===== src/rtl/hex_edit_ctrl.sv =====
`timescale 1ns/1ps
// hex_edit_ctrl
// Button-driven editor for a bank of active-low seven-segment hex digits.
// In VIEW the committed value is displayed and may be overwritten through the
// load port. An edit press copies the value into a working register. In EDIT,
// next moves the cursor, inc bumps the selected nibble (no carry), and edit
// commits the working copy back to value. The selected digit blinks, and an
// idle timeout abandons the edit without committing.
//
// Ports:
//   clk, rst_n            clock, asynchronous active-low reset
//   btn_edit/next/inc     raw active-high button levels
//   load_valid/load_data  request to overwrite value (accepted only in VIEW)
//   load_ready            high while a load would be accepted (VIEW)
//   value                 committed value, nibble i = digit i
//   commit                one-cycle pulse coincident with a newly committed value
//   editing               high in EDIT
//   cursor                selected digit index, 0 = least significant
//   seg                   digit i at [7i+6:7i], bit6=g..bit0=a, 0 = lit
module hex_edit_ctrl #(
   parameter int DIGITS    = 4,
   parameter int BLINK_DIV = 25000000,
   parameter int TIMEOUT   = 250000000
) (
   input  logic                clk,
   input  logic                rst_n,
   input  logic                btn_edit,
   input  logic                btn_next,
   input  logic                btn_inc,
   input  logic                load_valid,
   input  logic [4*DIGITS-1:0] load_data,
   output logic                load_ready,
   output logic [4*DIGITS-1:0] value,
   output logic                commit,
   output logic                editing,
   output logic [2:0]          cursor,
   output logic [7*DIGITS-1:0] seg
);

   localparam int BW = (BLINK_DIV > 2) ? $clog2(BLINK_DIV) : 1;
   localparam int IW = (TIMEOUT > 2) ? $clog2(TIMEOUT) : 1;

   typedef enum logic {VIEW, EDIT} state_t;

   state_t              state_q, state_d;
   logic [4*DIGITS-1:0] value_q, value_d;
   logic [4*DIGITS-1:0] work_q, work_d;
   logic [2:0]          cursor_q, cursor_d;
   logic                on_q, on_d;
   logic [BW-1:0]       blink_q, blink_d;
   logic [IW-1:0]       idle_q, idle_d;
   logic                commit_q, commit_d;
   logic                editing_q, editing_d;
   logic                load_ready_q, load_ready_d;
   logic [2:0]          btn_s_q, btn_s_d;
   logic [2:0]          btn_h_q, btn_h_d;
   logic                edit_pulse, next_pulse, inc_pulse;
   logic [4*DIGITS-1:0] shown;

   // Active-low glyph table for one hex nibble.
   function automatic logic [6:0] hex_glyph(input logic [3:0] n);
      case (n)
         4'h0: hex_glyph = 7'b1000000;
         4'h1: hex_glyph = 7'b1111001;
         4'h2: hex_glyph = 7'b0100100;
         4'h3: hex_glyph = 7'b0110000;
         4'h4: hex_glyph = 7'b0011001;
         4'h5: hex_glyph = 7'b0010010;
         4'h6: hex_glyph = 7'b0000010;
         4'h7: hex_glyph = 7'b1111000;
         4'h8: hex_glyph = 7'b0000000;
         4'h9: hex_glyph = 7'b0010000;
         4'hA: hex_glyph = 7'b0001000;
         4'hB: hex_glyph = 7'b0000011;
         4'hC: hex_glyph = 7'b1000110;
         4'hD: hex_glyph = 7'b0100001;
         4'hE: hex_glyph = 7'b0000110;
         default: hex_glyph = 7'b0001110;
      endcase
   endfunction

   // Buttons are sampled once, then compared against their previous sample so a
   // held button produces only a single pulse. Bit order is {inc, next, edit}.
   always_comb begin
      btn_s_d = {btn_inc, btn_next, btn_edit};
      btn_h_d = btn_s_q;
   end

   assign edit_pulse = btn_s_q[0] & ~btn_h_q[0];
   assign next_pulse = btn_s_q[1] & ~btn_h_q[1];
   assign inc_pulse  = btn_s_q[2] & ~btn_h_q[2];

   // Next-state logic. In EDIT an edit press wins over everything; otherwise any
   // press restarts the idle and blink timing so the cursor digit is lit while
   // the user is active. Counters sit at zero in VIEW.
   always_comb begin
      state_d  = state_q;
      value_d  = value_q;
      work_d   = work_q;
      cursor_d = cursor_q;
      on_d     = on_q;
      blink_d  = blink_q;
      idle_d   = idle_q;
      commit_d = 1'b0;
      case (state_q)
         VIEW: begin
            on_d    = 1'b1;
            blink_d = '0;
            idle_d  = '0;
            if (load_valid) begin
               value_d = load_data;
            end
            if (edit_pulse) begin
               state_d  = EDIT;
               work_d   = load_valid ? load_data : value_q;
               cursor_d = 3'd0;
            end
         end
         EDIT: begin
            if (edit_pulse) begin
               state_d  = VIEW;
               value_d  = work_q;
               commit_d = 1'b1;
               on_d     = 1'b1;
               blink_d  = '0;
               idle_d   = '0;
            end else if (inc_pulse || next_pulse) begin
               if (inc_pulse) begin
                  for (int i = 0; i < DIGITS; i++) begin
                     if (cursor_q == 3'(i)) begin
                        work_d[4*i +: 4] = work_q[4*i +: 4] + 4'd1;
                     end
                  end
               end
               if (next_pulse) begin
                  cursor_d = (cursor_q == 3'(DIGITS - 1)) ? 3'd0 : cursor_q + 3'd1;
               end
               on_d    = 1'b1;
               blink_d = '0;
               idle_d  = '0;
            end else if (idle_q == IW'(TIMEOUT - 1)) begin
               state_d = VIEW;
               on_d    = 1'b1;
               blink_d = '0;
               idle_d  = '0;
            end else begin
               idle_d = idle_q + IW'(1);
               if (blink_q == BW'(BLINK_DIV - 1)) begin
                  blink_d = '0;
                  on_d    = ~on_q;
               end else begin
                  blink_d = blink_q + BW'(1);
               end
            end
         end
         default: begin
            state_d = VIEW;
         end
      endcase
      editing_d    = (state_d == EDIT);
      load_ready_d = (state_d == VIEW);
   end

   // State register. editing and load_ready are kept as their own flops so the
   // outputs come straight from registers.
   always_ff @(posedge clk or negedge rst_n) begin
      if (!rst_n) begin
         state_q      <= VIEW;
         value_q      <= '0;
         work_q       <= '0;
         cursor_q     <= 3'd0;
         on_q         <= 1'b1;
         blink_q      <= '0;
         idle_q       <= '0;
         commit_q     <= 1'b0;
         editing_q    <= 1'b0;
         load_ready_q <= 1'b1;
         btn_s_q      <= 3'b000;
         btn_h_q      <= 3'b000;
      end else begin
         state_q      <= state_d;
         value_q      <= value_d;
         work_q       <= work_d;
         cursor_q     <= cursor_d;
         on_q         <= on_d;
         blink_q      <= blink_d;
         idle_q       <= idle_d;
         commit_q     <= commit_d;
         editing_q    <= editing_d;
         load_ready_q <= load_ready_d;
         btn_s_q      <= btn_s_d;
         btn_h_q      <= btn_h_d;
      end
   end

   assign shown = (state_q == EDIT) ? work_q : value_q;

   // Segment decode. The cursor digit is blanked during the off phase of the
   // blink, only while editing.
   always_comb begin
      seg = '1;
      for (int i = 0; i < DIGITS; i++) begin
         if ((state_q == EDIT) && !on_q && (cursor_q == 3'(i))) begin
            seg[7*i +: 7] = 7'b1111111;
         end else begin
            seg[7*i +: 7] = hex_glyph(shown[4*i +: 4]);
         end
      end
   end

   assign value      = value_q;
   assign commit     = commit_q;
   assign editing    = editing_q;
   assign cursor     = cursor_q;
   assign load_ready = load_ready_q;

endmodule


===== config.mk =====
export PLATFORM = sky130hd
export DESIGN_NAME = hex_edit_ctrl
export DESIGN_NICKNAME = d
export VERILOG_FILES = /design/src/rtl/hex_edit_ctrl.sv
export SDC_FILE = /design/constraint.sdc
export NUM_CORES = 1
export LEC_CHECK = 0
export BUFFER_PORTS_ARGS = -buffer_cell sky130_fd_sc_hd__buf_2
export CAP_MARGIN = 20
export CORE_ASPECT_RATIO = 0.9
export CORE_MARGIN = 2
export CORE_UTILIZATION = 35
export CTS_CLUSTER_SIZE = 25
export DETAILED_ROUTE_END_ITERATION = 12
export HOLD_SLACK_MARGIN = 0.1
export PLACE_DENSITY = 0.61
export SETUP_SLACK_MARGIN = 0.15
export SYNTH_ARGS = -nofsm -noshare
export SYNTH_HDL_FRONTEND = slang
export SYNTH_SLANG_ARGS = --single-unit

===== constraint.sdc =====
create_clock -name clk -period 4.3 [get_ports clk]
set_input_delay 0.86 -clock clk [delete_from_list [all_inputs] [get_ports clk]]
set_output_delay 0.86 -clock clk [all_outputs]
set_load 0.05 [all_outputs]

==> metrics.md, run 1 <==
| Metric | Value |
|---|---|
| # IOs | 72 |
| Max Cap Viol | 0 |
| Initial Util | 35.65% |
| Area Overhead vs Synth | 13.71% |
| Largest stage delay, worst path | 840 ps |
| Post-synth EDFFs | 0 |
| Post-CTS setup buffers | 0 |
| GPL Wtd Cong | 0.8094 |
| Leading area contributor after synthesis | dfrtp_1 |
| Worst VDD drop | 529.5 uV |
| First-pass GRT wire length | 23860 um |
| Row count | 46 |
| Largest net degree at the start of global routing | 53 |
| Vias post-DR | 5122 |
| Number of clock sinks | 98 |
| Chip height | 130.9 um |
| Crit path launch type | flip-flop |
| H-Tree Depth | 3 |
| Actual slew at the worst max-slew pin | 838.5 ps |
| Synth top area cells | dfrtp_1, ha_1, nand2_1, nor2_1, mux2_2 |
| R2r worst-path depth | 5 |
| Critical R2R Capture | work_q[12]$_DFFE_PN0P_ |
| TritonCTS clock tree | done |
| Routed wl met3 | 484 um |
| CTS Buf Count | 9 |
| Total wire length | 14010 um |
| NumNets Final | 815 |
| CTS resizes | 0 |
| Reg-to-reg setup timing slack | 1860 ps |
| Core area | 17550 um^2 |
| Largest family of logic cells by synthesized area | simple AND/OR/NAND/NOR gates |
| Ant diodes | 0 |
| RSZ-0062 raised after global routing | false |
| Top cells by count, synth | dfrtp_1, nand2_1, nor2_1 |
| Worst setup EP type | output port |
| Fin crit period | 3818 ps |
| DRC | 0 |
| Yosys cell types | 55 |
| Gr usage total | 15.17% |
| PortBufs | 71 |
| Setup crit end | seg[12] |
| Mux cell area share after synthesis | 7.477% |
| Clock Latency Late Sink | 350 ps |
| Post-CTS Hold Buffers | 0 |
| Final setup vio count | 0 |
| Largest buffer count on any clock path | 2 |
| Die W | 145.0 um |
| Seq cells post-synth | 98 |
| Core Util, Final | 40.54% |
| CP Max Fanout | 36 |
| Die area | 18970 um^2 |
| Crit-path cells | buf_4, mux2_2, inv_1, ha_1, and2_1, a21oi_1, o221ai_1, buf_2 |
| Final setup TNS | 0 ps |
| Simple-gate share of the synthesized area | 24.11% |
| CP Depth | 8 |
| Root buf cell | clkbuf_16 |
| Mean area per synthesized cell | 9.005 um^2 |
| Compound-Gate Fraction of Synth Area | 11.66% |
| Critical path startpoint | editing$_DFF_PN0_ |
| Hold Path Class | reg2reg |
| Final period util | 88.80% |
| Relative slew slack | 42.50% |
| Adder-cell share of the synthesized area | 6.797% |
| Drt initial violations | 394 |
| R2R Path Start | editing$_DFF_PN0_ |
| Arrival @ worst endpoint | 2960 ps |
| Total gr overflow | 0 |
| Clock Skews | 9.484 ps |
| Antenna-violating nets left | 0 |
| Synth Cell Area | 6259 um^2 |
| Power per Cell Area | 637.4 nW/um^2 |
| Leakage | 3.059 nW |
| Final Max Slew Viols | 0 |
| M1 WL | 7117 um |
| Top Layer Used | met4 |
| Post-DP HPWL | 9972 um |
| WP buf/inv | 3 |
| Fmax | 0.2619 GHz |
| Hold Fails Final Rpt | 0 |
| Most common cell in the synthesized netlist | dfrtp_1 |
| Yosys top cell area share | 38.38% |
| Antenna violations before repair | 0 |
| Main synth FF type | dfrtp_1 |
| Slowest-stage cell, CP | dfrtp_2 |
| Sequential cell area fraction in the yosys report | 39.22% |
| Total iterations of the first detailed-routing run | 5 |
| CP Class | reg2out |
| WL met2 | 6278 um |
| WL/cell | 13.95 um |
| Critical path required time | 3440 ps |
| Family with the most delay on the worst path | flip-flops |
| Routed vias/inst | 5.102 |
| Post-Synth XOR/XNOR Area | 7.137% |
| Async set-reset flop share out of synthesis | 100.0% |
| Clock Pin Slew Worst Setup and Hold Paths | 70 ps |
| Yosys Warn Count | 0 |
| Layout cell share with drive strength beyond 1 | 19.11% |
| Post-Synthesis Net Count | 751 |
| Hold path start | btn_h_d[2]$_DFF_PN0_ |
| Status | finished, final reports clean |
| Vias in the first global route | 4748 |
| Post-Syn Instances | 695 |
## registers in the layout (all words and copies together) (netlist names)
name,flops
on_q,1
idle_q,28
editing,1
blink_q,25
load_ready,1
btn_h_q,3
commit,1
value,16
cursor,3
btn_h_d,3
work_q,16
## per-stage QoR
step                      setup slack (ps)  area, um^2  hold WS, ps  instances  power [W]
after floorplan                      393.5        6259        346.5        695   0.003223
final                                481.6        7117        399.6       1004   0.004536
after CTS                            482.8        7117        404.6       1004   0.004567
after global routing                 307.2        7117        420.5       1004   0.004834
after detailed placement             877.1        6839        388.4        988   0.003775
after global placement               916.4        6839        377.0        988   0.003770
## layer usage
layer  global-route usage (%)  up-vias
li1                         -     2603
met2                    24.20      100
met1                    21.18     2410
met3                    3.090        9
met4                    4.077        0
met5                        0        -
## cells in the final DEF (no fill, tap or decap), types with 22 or more instances in the layout
cell type,count
xor2_1,31
ha_1,34
o21ai_0,22
mux2_2,28
dfrtp_1,95
a21oi_1,26
nand2_1,91
nand3_1,42
nand4_1,25
nor2_1,86
buf_2,70
## power by group
| part | internal (W) | switching [W] | leakage, nW |
|---|---|---|---|
| Clock | 0.000399 | 0.000373 | 0.142 |
| Combinational | 0.000725 | 0.00178 | 1.66 |
| Sequential | 0.00105 | 0.000203 | 1.26 |
| Total | 0.00218 | 0.00236 | 3.06 |
## cell type report
class	count	area, um^2
Clock buffer	9	225.2
Clock inverter	7	52.55
Fill cell	1764	10440
Inverter	21	78.83
Multi-Input combinational cell	549	3578
Sequential cell	98	2456
Tap cell	240	300.3
Timing Repair Buffer	80	425.4
## worst reg2reg max path, delay by kind of cell (launching register included)
kind	cells	cell delay, ps
buffers and inverters	2	620
flip-flops	1	840
multiplexers	1	300
AND/OR/NAND/NOR	2	580
## worst min-delay path by stage
stage,end,slack [ps],cells past startpoint
6_report,btn_h_q[2]$_DFF_PN0_,400,0
5_1_grt,btn_h_q[2]$_DFF_PN0_,420,0
4_1_cts,btn_h_q[2]$_DFF_PN0_,400,0
3_5_place_dp,btn_h_q[2]$_DFF_PN0_,390,0
3_3_place_gp,btn_h_q[2]$_DFF_PN0_,380,0
2_1_floorplan,btn_h_q[1]$_DFF_PN0_,350,0
## logic make-up (layout without fill, tap and decap cells)
group,count (synthesis),in the layout
adder cells (fa/ha/maj),34,34
multiplexers,42,42
AO/OA/AOI/OAI,114,114
flip-flops,98,98
AND/OR/NAND/NOR,308,308
buffers and inverters,48,117
XOR/XNOR,51,51
No activity file was read; power rests on OpenSTA's default activity.
==> run 2: changes to the inputs <==
--- a/config.mk
+++ b/config.mk
@@ -6,4 +6,5 @@
 export NUM_CORES = 1
 export LEC_CHECK = 0
+export ABC_AREA = 1
 export BUFFER_PORTS_ARGS = -buffer_cell sky130_fd_sc_hd__buf_2
 export CAP_MARGIN = 20
@@ -13,4 +14,5 @@
 export CTS_CLUSTER_SIZE = 25
 export DETAILED_ROUTE_END_ITERATION = 12
+export GPL_TIMING_DRIVEN = 0
 export HOLD_SLACK_MARGIN = 0.1
 export PLACE_DENSITY = 0.61
==> constraint.sdc (replaced) <==
create_clock -name clk -period 4.3 [get_ports clk]
set_input_delay 0.645 -clock clk [delete_from_list [all_inputs] [get_ports clk]]
set_output_delay 0.645 -clock clk [all_outputs]
set_load 0.05 [all_outputs]
==> metrics.md, run 2 <==
| Metric | Value |
|---|---|
| CP most frequent cell | buf_6 |
| PortBufs | 71 (unchanged) |
| Post-CTS Hold Buffers | 0 (unchanged) |
| Family with the most delay on the worst path | buffers and inverters |
| First-pass GRT wire length | 28180 um (+18%) |
| Ant diodes | 0 (unchanged) |
| CTS resizes | 0 (unchanged) |
| Final setup TNS | 0 ps (unchanged) |
| Main synth FF type | dfrtp_1 |
| CP Class | reg2out |
| Synth Cell Area | 6753 um^2 (+7.9%) |
| Sequential cell area fraction in the yosys report | 36.35% (-2.9 points) |
| Crit path launch type | flip-flop |
| CP Max Fanout | 10 (-72%) |
| Largest Register | idle_q |
| Biggest regs | idle_q x28, blink_q x25 |
| Die area | 20420 um^2 (+7.7%) |
| Leakage | 3.578 nW (+17%) |
| Most frequent cells in the layout | nand2_1, nor2_1, inv_1 |
| Post-Synthesis Net Count | 1008 (+34%) |
| Dpl cells | 1274 (+29%) |
| Core Util, Final | 40.60% (+0.060 points) |
| Status | finished, final reports clean |
| Yosys top cell area share | 35.58% (-2.8 points) |
| Post-CTS setup buffers | 0 (unchanged) |
| R2r worst-path depth | 6 (+1) |
| Top cells by count, synth | nand2_1, nor2_1, inv_1 |
| Largest buffer count on any clock path | 2 (unchanged) |
| Antenna-violating nets left | 0 (unchanged) |
| Post-Layout Cell Count | 1290 (+28%) |
| Hold Path Class | in2async |
| Total gr overflow | 0 (unchanged) |
| Max Cap Viol | 0 (unchanged) |
| Area Overhead vs Synth | 14.47% |
| Async set-reset flop share out of synthesis | 100.0% (unchanged) |
| Largest stage delay, worst path | 580 ps (-260 ps) |
| Total wire length | 17270 um (+23%) |
| Post-Syn Instances | 952 (+37%) |
| Max reg flops | 28 (unchanged) |
| Clock Latency Late Sink | 350 ps (about the same) |
| Relative slew slack | 52.12% (+9.6 points) |
| Fmax | 0.2956 GHz (+13%) |
| Clock Pin Slew Worst Setup and Hold Paths | 70 ps (about the same) |
| Final setup vio count | 0 (unchanged) |
| H-Tree Depth | 3 (unchanged) |
| CTS Buf Count | 9 (unchanged) |
| Initial Util | 35.47% (-0.18 points) |
| Slowest-stage cell, CP | o21ai_0 |
| # IOs | 72 (unchanged) |
| Reg-to-reg setup timing slack | 2520 ps (+660 ps) |
| Power per Cell Area | 610.6 nW/um^2 (-4.2%) |
| Seq cells post-synth | 98 (unchanged) |
| Number of clock sinks | 98 (unchanged) |
| Most common cell in the synthesized netlist | nand2_1 |
| Layout cell share with drive strength beyond 1 | 13.75% (-5.4 points) |
| Yosys cell types | 37 (-33%) |
| Worst setup EP type | output port |
| Actual slew at the worst max-slew pin | 710.7 ps (-127.7 ps) |
| NumNets Final | 1091 (+34%) |
| Die W | 150.4 um (+3.8%) |
| Drt initial violations | 392 (-0.51%) |
| Critical path required time | 3650 ps (+210 ps) |
| Core area | 19040 um^2 (+8.5%) |
| Row count | 48 (+4.3%) |
| Mean area per synthesized cell | 7.093 um^2 (-21%) |
| Setup crit end | seg[22] |
| GPL Wtd Cong | 0.8987 (+11%) |
| Synth top area cells | dfrtp_1, nand2_1, nor2_1, nand3_1, ha_1 |
| Clock Skews | 12.66 ps (+3.174 ps) |
| Crit-path cells | buf_6, buf_6, o21ai_0, inv_1, ha_1, nand2_1, o211ai_1, buf_2 |
| Vias in the first global route | 5666 (+19%) |
| Leading area contributor after synthesis | dfrtp_1 |
| Final Max Slew Viols | 0 (unchanged) |
| Routed vias/inst | 4.875 (-4.4%) |
| WL/cell | 13.39 um (-4.1%) |
| R2R Path Start | editing$_DFF_PN0_ |
| Total iterations of the first detailed-routing run | 5 (unchanged) |
| Worst VDD drop | 348.8 uV (-34%) |
| Root buf cell | clkbuf_16 |
| Gr usage total | 17.22% (+2.0 points) |
| Yosys Warn Count | 0 (unchanged) |
| Fin crit period | 3383 ps (-435.2 ps) |
| Critical R2R Capture | value[13]$_DFFE_PN0P_ |
| CP Depth | 8 (unchanged) |
| Largest net degree at the start of global routing | 65 (+23%) |
| DRC | 0 (unchanged) |
| Post-DP HPWL | 13130 um (+32%) |
| Critical path startpoint | editing$_DFF_PN0_ |
| RSZ-0062 raised after global routing | false |
| Hold Fails Final Rpt | 0 (unchanged) |
| Chip height | 135.8 um (+3.8%) |
| Final period util | 78.68% (-10 points) |
| Post-synth EDFFs | 0 (unchanged) |
| Vias post-DR | 6289 (+23%) |
| TritonCTS clock tree | done |
| Total power | 0.004720 W (+4.1%) |
| Arrival @ worst endpoint | 2740 ps (-220 ps) |
| Commonest non-fill, non-tap cell in the layout | nand2_1 |
| Antenna violations before repair | 0 (unchanged) |
| WP buf/inv | 4 (+1) |
## run 2: where the power goes
group	switching [W]	total (W)	internal, W	leakage [nW]
registers	0.000150	0.00123	0.00108	1.27
logic	0.00202	0.00272	0.000701	2.17
clock network	0.000365	0.000774	0.000410	0.139
total	0.00253	0.00472	0.00219	3.58
## run 2: stage by stage
| stage | area (um^2) | setup slack, ps | hold slack, ps |
|---|---|---|---|
| CTS | 7730 | 919.8 | 254.7 |
| global placement | 7421 | 1313 | 361.3 |
| global route | 7730 | 688.4 | 277.5 |
| finish | 7730 | 916.7 | 240.6 |
| floorplan | 6753 | 1030 | 349.4 |
| detailed placement | 7451 | 1292 | 364.2 |
## run 2: area by class of cell
type / instances / area (um^2)
flip-flops and latches: 98 / 2455
multi-input cells: 721 / 3717
repair buffers: 72 / 385.4
fillers: 1994 / 11310
well taps: 250 / 312.8
clock inverters: 6 / 40.04
clock buffers: 10 / 239.0
plain buffers: 23 / 162.7
inverters: 110 / 417.9
## run 2: worst min path at each step
stage / slack, ps / endpoint / startpoint
final: 240 / value[9]$_DFFE_PN0P_ / rst_n
after CTS: 250 / value[8]$_DFFE_PN0P_ / rst_n
after detailed placement: 360 / btn_h_q[0]$_DFF_PN0_ / btn_h_d[0]$_DFF_PN0_
after global routing: 280 / value[9]$_DFFE_PN0P_ / rst_n
after floorplan: 350 / blink_q[0]$_DFF_PN0_ / rst_n
after global placement: 360 / btn_h_q[0]$_DFF_PN0_ / btn_h_d[0]$_DFF_PN0_
## run 2: routing by layer
| layer | global-route usage, % | vias to the layer above | share of wire [%] |
|---|---|---|---|
| met5 | 0 | - | 0 |
| met4 | 3.145 | 0 | 0.74 |
| met3 | 3.333 | 12 | 5.3 |
| met2 | 26.79 | 151 | 44 |
| met1 | 25.02 | 2886 | 50 |
| li1 | - | 3240 | - |
## run 2: cells by family after synthesis
| family | count (synthesis) | synth area share, % |
|---|---|---|
| DFF | 98 | 36.35 |
| buffers and inverters | 133 | 8.598 |
| xor gates and xnor gates | 26 | 3.372 |
| and+or+nand+nor | 528 | 34.30 |
| AOI/OAI and AO/OA | 133 | 11.08 |
| adders and majority gates | 34 | 6.300 |
==> run 3: changes to the inputs <==
Settings changed: ABC_AREA 1 to 0, PLACE_DENSITY 0.61 to 0.63.
Clock period 4.3 ns to 2.7 ns, I/O delays scaled along.
==> metrics.md, run 3 (synthesis results as in run 1) <==
| Metric | Value |
|---|---|
| Relative slew slack | 46.39% (-5.7 points) |
| Vias in the first global route | 5354 (-5.5%) |
| TritonCTS clock tree | done |
| Drt initial violations | 402 (+2.6%) |
| Antenna-violating nets left | 0 (unchanged) |
| Slowest-stage cell, CP | dfrtp_2 |
| Die area | 18970 um^2 (-7.1%) |
| Actual slew at the worst max-slew pin | 797.5 ps (+86.73 ps) |
| Final period util | 105.2% |
| # IOs | 72 (unchanged) |
| Antenna violations before repair | 0 (unchanged) |
| GR Util met3 | 3.264% (-0.069 points) |
| Crit path launch type | flip-flop |
| Fin Hold WS | 160.1 ps (-80.48 ps) |
| Routed vias/inst | 5.338 (+9.5%) |
| DRC | 0 (unchanged) |
| Clock Latency Late Sink | 350 ps (about the same) |
| Ant diodes | 0 (unchanged) |
| Worst VDD drop | 930.1 uV (+170%) |
| Chip height | 130.9 um (-3.6%) |
| Final Max Slew Viols | 0 (unchanged) |
| Status | finished, violations left |
| PortBufs | 71 (unchanged) |
| CP Class | reg2out |
| Dpl cells | 1007 (-21%) |
| Max Cap Viol | 0 (unchanged) |
| CP Max Fanout | 5 (-5) |
| Gr usage total | 17.94% (+0.72 points) |
| Met1 global-route usage | 25.35% (+0.34 points) |
| Worst setup EP type | output port |
| Hold Fails Final Rpt | 0 (unchanged) |
| Die W | 145.0 um (-3.6%) |
| H-Tree Depth | 3 (unchanged) |
| Largest buffer count on any clock path | 2 (unchanged) |
| RSZ-0062 raised after global routing | true |
| Failing checks | setup timing |
| Row count | 46 (-4.2%) |
| Most frequent cells in the layout | dfrtp_1, nor2_1, nand2_1 |
| GPL Wtd Cong | 0.8452 (-6.0%) |
| Max reg flops | 28 (unchanged) |
| Largest Register | idle_q |
| Largest stage delay, worst path | 460 ps (-120 ps) |
| Largest net degree at the start of global routing | 61 (-6.2%) |
| Fmax | 0.3519 GHz |
| Core area | 17550 um^2 (-7.8%) |
| Post-Layout Cell Count | 1063 (-18%) |
| Final setup vio count | 15 (+15) |
| CTS Buf Count | 9 (unchanged) |
| Hold Path Class | in2reg |
| Fillers | 1620 (-19%) |
| First-pass GRT wire length | 27530 um (-2.3%) |
| Clock Skews | 5.692 ps (-6.966 ps) |
| Reg-to-reg setup timing slack | 440 ps (-2080 ps) |
| Total wire length | 17190 um (-0.46%) |
| Number of clock sinks | 98 (unchanged) |
| WL/cell | 16.17 um (+21%) |
| Clock Pin Slew Worst Setup and Hold Paths | 70 ps (about the same) |
| Slack of the critical path | -141.4 ps (-1058 ps) |
| Total iterations of the first detailed-routing run | 5 (unchanged) |
| Root buf cell | clkbuf_16 |
| Area Overhead vs Synth | 35.79% |
| Commonest non-fill, non-tap cell in the layout | dfrtp_1 |
| Initial Util | 35.65% (+0.18 points) |
| Leakage | 3.487 nW (-2.5%) |
| Post-DP HPWL | 11340 um (-14%) |
| Critical path required time | 2300 ps (-1350 ps) |
| Total power | 0.009470 W (+100%) |
| Met2 usage | 28.26% (+1.5 points) |
| NumNets Final | 874 (-20%) |
| Power per Cell Area | 1114 nW/um^2 (+82%) |
| Biggest regs | idle_q x28, blink_q x25 |
| Busiest grt layer | met2 |
| Arrival @ worst endpoint | 2440 ps (-300 ps) |
| Vias post-DR | 5674 (-9.8%) |
| Fin crit period | 2841 ps |
| Layout cell share with drive strength beyond 1 | 33.54% (+20 points) |
| Crit-path cells | buf_12, buf_12, mux2_4, inv_4, ha_4, inv_2, mux4_2, inv_2, nand2_4, buf_8 |
| Total gr overflow | 0 (unchanged) |
==> run 3: cell count changes in the layout (fill, tap and decap cells not counted), sizes merged, moves of 14 or more <==
| cell | previous run | this run |
|---|---|---|
| buf | 88 | 125 |
| nand2 | 228 | 92 |
| o21ai | 70 | 22 |
| nor2 | 173 | 89 |
| xor2 | 11 | 31 |
| mux2 | 0 | 28 |
| inv | 112 | 21 |
| nand4 | 11 | 25 |
| nand3 | 106 | 42 |
==> run 3: final cells by class <==
type / count / area, um^2 / share of cell area [%]
plain buffers: 27 / 198.9 / 2.341
clock buffers: 11 / 252.7 / 2.974
clock inverters: 5 / 52.55 / 0.6184
inverters: 21 / 98.84 / 1.163
multi-input cells: 549 / 4224 / 49.71
flip-flops and latches: 98 / 2456 / 28.90
well taps: 240 / 300.3 / 3.534
repair buffers: 112 / 914.6 / 10.76
==> run 3: timing repair <==
action,in CTS,in global routing
setup endpoints to repair,28,28
pin swaps,15,18
endpoints found under the hold margin,37,0
hold buffers,1,0
gates resized for setup,115,56
setup buffers,24,15
==> run 3: critical path, delay by kind of cell, from the launching register on <==
kind | cells | cell delay (ps)
buf+inv | 6 | 610
fa+ha+maj | 1 | 260
flops | 1 | 460
mux | 2 | 710
simple gates | 1 | 50
==> run 3: worst paths after layout <==
kind | startpoint | end | cells after the start
max in group asynchronous | rst_n | on_q$_DFFE_PN1P_ | 3
worst min-delay path | btn_inc | btn_h_d[2]$_DFF_PN0_ | 1
worst max-delay path | editing$_DFF_PN0_ | seg[24] | 10
worst max register to register | idle_q[0]$_DFF_PN0_ | idle_q[13]$_DFF_PN0_ | 8
worst min register to register | btn_h_d[0]$_DFF_PN0_ | btn_h_q[0]$_DFF_PN0_ | 0
min in group asynchronous | rst_n | blink_q[19]$_DFF_PN0_ | 2
==> run 3: power breakdown <==
group | switching, W | internal (W) | total [W]
Clock | 0.000580 | 0.000765 | 0.00134
Combinational | 0.00365 | 0.00246 | 0.00611
Sequential | 0.000335 | 0.00168 | 0.00201
==> run 3: through the flow <==
step	util [%]	TNS [ps]	cell area (um^2)	setup WS (ps)
6_report	48.41	-795.9	8498	-141.4
3_3_place_gp	40.83	-486.1	7167	-140.6
5_1_grt	48.41	-1903	8498	-188.1
4_1_cts	46.40	-840.0	8145	-126.8
2_1_floorplan	-	-18.42	6511	-6.464
3_5_place_dp	41.00	-369.5	7197	-138.8
==> run 3: layer usage <==
metal,routed length (um),up-vias
li1,-,2733
met3,803,29
met4,304,0
met1,8205,2776
met5,0,-
met2,7876,136
